`src/rtl/fifo_pkg.sv`:
```
// Shared widths and skid-buffer state encoding for the FIFO read side.
package fifo_pkg;

  localparam int DATA_W = 8;
  localparam int DEPTH  = 4;
  localparam int PTR_W  = 2;
  localparam int CNT_W  = 2;

  typedef enum logic [1:0] {
    EMPTY = 2'd0,
    HALF  = 2'd1,
    FULL  = 2'd2
  } buf_state_e;

endpackage

```
`src/rtl/fifo_skid_buf.sv`:
```
// Two-entry output skid buffer: head drives m_data, tail absorbs one
// extra word while the consumer stalls.
module fifo_skid_buf #(
  parameter int DATA_W = fifo_pkg::DATA_W
) (
  input  logic              clk,
  input  logic              reset,
  input  logic              in_valid,
  input  logic [DATA_W-1:0] in_data,
  output logic              m_valid,
  output logic [DATA_W-1:0] m_data,
  input  logic              m_ready,
  output logic              full
);
  import fifo_pkg::*;

  buf_state_e        state, state_n;
  logic [DATA_W-1:0] tail, head_n, tail_n;
  logic              xfer;

  assign xfer = m_valid && m_ready;
  assign full = (state == FULL);

  always_comb begin
    state_n = state;
    head_n  = m_data;
    tail_n  = tail;
    unique case (state)
      EMPTY: begin
        if (in_valid) begin
          state_n = HALF;
          head_n  = in_data;
        end
      end
      HALF: begin
        if (in_valid && !xfer) begin
          state_n = FULL;
          tail_n  = in_data;
        end else if (in_valid && xfer) begin
          head_n  = in_data;
        end else if (xfer) begin
          state_n = EMPTY;
        end
      end
      FULL: begin
        if (xfer) begin
          state_n = HALF;
          head_n  = tail;
        end
      end
      default: state_n = EMPTY;
    endcase
  end

  always_ff @(posedge clk) begin
    if (reset) begin
      state   <= EMPTY;
      m_valid <= 1'b0;
      m_data  <= '0;
      tail    <= '0;
    end else begin
      state   <= state_n;
      m_valid <= (state_n != EMPTY);
      m_data  <= head_n;
      tail    <= tail_n;
    end
  end

endmodule

```
`src/rtl/fifo_read_port.sv`:
```
// FIFO read-side controller: pops storage into the skid buffer and
// strobes decrement to the shared occupancy counter.
module fifo_read_port #(
  parameter int DATA_W = fifo_pkg::DATA_W,
  parameter int DEPTH  = fifo_pkg::DEPTH,
  parameter int PTR_W  = fifo_pkg::PTR_W,
  parameter int CNT_W  = fifo_pkg::CNT_W
) (
  input  logic              clk,
  input  logic              reset,
  input  logic [CNT_W-1:0]  count,
  input  logic [DATA_W-1:0] mem_rdata,
  output logic [PTR_W-1:0]  rd_ptr,
  output logic              decrement,
  output logic              m_valid,
  output logic [DATA_W-1:0] m_data,
  input  logic              m_ready
);
  import fifo_pkg::*;

  logic pop;
  logic buf_full;

  // Only the registered full flag gates pop, so m_ready never reaches decrement.
  assign pop       = (count != '0) && !buf_full && !reset;
  assign decrement = pop;

  // DEPTH is a power of two, so natural PTR_W overflow wraps the pointer.
  always_ff @(posedge clk) begin
    if (reset) begin
      rd_ptr <= '0;
    end else if (pop) begin
      rd_ptr <= rd_ptr + PTR_W'(1);
    end
  end

  fifo_skid_buf #(
    .DATA_W (DATA_W)
  ) u_skid (
    .clk      (clk),
    .reset    (reset),
    .in_valid (pop),
    .in_data  (mem_rdata),
    .m_valid  (m_valid),
    .m_data   (m_data),
    .m_ready  (m_ready),
    .full     (buf_full)
  );

endmodule

```
`config.mk`:
```
export PLATFORM = sky130hd
export DESIGN_NAME = fifo_read_port
export DESIGN_NICKNAME = d
export VERILOG_FILES = /design/src/rtl/fifo_pkg.sv /design/src/rtl/fifo_skid_buf.sv /design/src/rtl/fifo_read_port.sv
export SDC_FILE = /design/constraint.sdc
export NUM_CORES = 1
export LEC_CHECK = 0
export CORE_ASPECT_RATIO = 1.1
export CORE_MARGIN = 8
export CORE_UTILIZATION = 50
export DETAILED_ROUTE_END_ITERATION = 12
export GPL_ROUTABILITY_DRIVEN = 0
export PLACE_DENSITY = 0.8
export SKIP_CTS_REPAIR_TIMING = 1
export SLEW_MARGIN = 10
export SYNTH_ARGS = -nofsm -noshare
export SYNTH_HDL_FRONTEND = slang
export SYNTH_HIERARCHICAL = 1
export SYNTH_SLANG_ARGS = --single-unit
```
`constraint.sdc`:
```
create_clock -name clk -period 3.55 [get_ports clk]
set_input_delay 0.71 -clock clk [delete_from_list [all_inputs] [get_ports clk]]
set_output_delay 0.71 -clock clk [all_outputs]
set_load 0.02 [all_outputs]
```
==> metrics.txt <==
first-pass GRT wire length=3340 µm; Pwr Density=about 450 nW/µm²; Worst Hold Endpoint=rd_ptr[1]; # DRC=0; core area=approximately 1800 µm²; Tot GR Track Use=0.119; Worst-path clk slew=110 ps; initial core utilization=0.535; Mapped Area=slightly below 1000 µm²; Row Count=16; Max-cap violations=0; peak supply drop=approximately 0.34 mV; CP startpoint=u_skid/state[0]; skew final=2.16 ps; Area growth syn-to-layout=27.5%; flop2flop setup slack=~1100 ps; Yosys top cell area share=0.436; Fin Hold WS=between 400 and 500 ps; Post-Syn Nets=between 100 and 150; number of setup violations in the final report=0; min-delay src=rd_ptr[1]; Crit Path Class=register to primary output; Post-Route WL=~2000 µm; initial antenna violation count=0; outcome=finished clean; vias in the first global route=~760; reg2reg start=u_skid/state[0]; layout cells sized above 1=0.158; Crit path arrival time=approximately 2300 ps; Worst Path Required=2840 ps; H-tree levels=1; Ports=25; Primary FF master, synth=dfxtp_1; fillers=approximately 150; flops & latches, synth=21; total grt overflow=0; via count=between 700 and 800; die height=62.1 µm; Avg Vias per Cell=5.58; yosys warns=6; initial DRC count=9; post-synth cell types=25; crit path max fanout=12; RSZ-0062 raised after global routing=no; Final Cycle Share=0.851; EDFF count, synth=0; asr flop ratio synth=0; area of the multi-input gates=between 500 and 600 µm²; clk sink count=21; WL/cell=15.1 µm; leak pwr=a little under 0.0005 µW; Num CTS Buffers=3; DR pass1 iterations=4; commonest cells in the netlist=dfxtp_1, mux2i_1, nor2_1, a211oi_2, nor3_1; minimum clock period=a little over 3000 ps; CTS Buffer Depth=2; FMAX=approximately 330 MHz; syn_area_per_cell=10.8 µm²; Post-Route Setup TNS=0 ps; cell with the most instances after synthesis=dfxtp_1; fin nets=about 130; register area share after synthesis=0.436; ANT cells=0; largest net degree at the start of global routing=22; die area=3590 µm²; hpwl dp=between 1500 and 2000 µm; synth top area cells=dfxtp_1, mux2i_1, a211oi_2, nor3_1, nor2_1; number of routed nets with antenna violations=0; gate count of the mapped netlist=slightly below 90; reg2reg end=u_skid/m_data[0]; CP Launch Type=register; worst skew pair latency=300 ps; Final Hold Viols=0; relative slew slack=0.698; IO buf count=24; CTS tree=built; root buf cell=clkbuf_4; fin. max-slew vios=0; cells on worst reg2reg path=8; storage element area=approximately 420 µm²; Hold Path Stages=2; worst min path class=register to register; die width=around 58 µm; leading area contributor after synthesis=dfxtp_1; Least-Margin Pin Slew=between 400 and 500 ps; Setup crit end kind=primary output
==> cells in the final DEF, fill, tap and decap left out <==
cell,netlist,routed
a211o_1,1,1
a211oi_2,8,8
a21oi_1,2,2
a21oi_4,2,2
a221oi_1,1,1
and2b_1,1,1
buf_4,0,1
clkbuf_1,1,1
clkbuf_4,0,3
clkdlybuf4s50_1,0,24
dfxtp_1,21,21
inv_1,2,2
mux2i_1,16,16
nand2_1,1,1
nand2b_2,2,2
nand3b_1,1,1
nor2_1,10,10
nor2_2,1,1
nor2b_1,1,1
nor3_1,8,8
o21ai_0,1,1
o21bai_4,1,1
o31ai_1,1,1
or2_1,2,2
or3_1,1,1
xnor2_1,1,1
==> layer usage <==
layer	up-vias	track usage	share of wire
li1	371	-	-
met1	347	0.113	0.44
met2	17	0.234	0.48
met3	2	0.0391	0.071
met4	0	0.0420	0.0085
met5	-	0	0
==> power by group <==
part	internal, µW	switching (µW)
Clock	43.8	68.3
Combinational	80.0	85.1
Sequential	259	15.2
==> critical path: stages, from the launching register on <==
cell             delay (ps)
dfxtp_1                 410
nand2b_2                390
inv_1                    70
o21bai_4                190
nor2_1                  260
clkdlybuf4s50_1         680
==> state kept, by name (all words and copies together) (netlist names) <==
name            cells
u_skid/m_data       8
u_skid/tail         8
rd_ptr              2
u_skid/state        2
u_skid/m_valid      1
==> kinds of logic (layout without fill, tap and decap cells) <==
kind of cell,after synthesis,after routing,share of synthesized area
simple gates,28,28,0.150
buf+inv,6,31,0.0402
mux,16,16,0.166
xor+xnor,1,1,0.00908
flops,21,21,0.436
compound gates,17,17,0.198
==> cell type report <==
cell class / count / share of cell area
well taps: 18 / 0.0183
repair buffers: 25 / 0.201
inverters: 2 / 0.00610
multi-input cells: 62 / 0.411
clock buffers: 4 / 0.0214
flip-flops and latches: 21 / 0.342
==> through the flow <==
step / utilization / power [µW] / area, µm² / worst slack [ps] / instances
after CTS: 0.683 / 558 / 1230 / 493 / 132
after floorplan: - / 382 / 965 / 1290 / 89
after global placement: 0.668 / 440 / 1200 / 629 / 128
after global routing: 0.683 / 578 / 1230 / 354 / 132
after detailed placement: 0.668 / 446 / 1200 / 577 / 128
final: 0.683 / 551 / 1230 / 529 / 132
==> worst max-delay path by stage <==
stage          depth (start not counted)  slack (ps)        endpoint
6_report                               5         530       decrement
5_1_grt                                5         350       decrement
4_1_cts                                5         490       decrement
3_5_place_dp                           4         580       decrement
3_3_place_gp                           4         630       decrement
2_1_floorplan                          9        1290  u_skid/tail[0]
(Power assumes the default switching activity.)
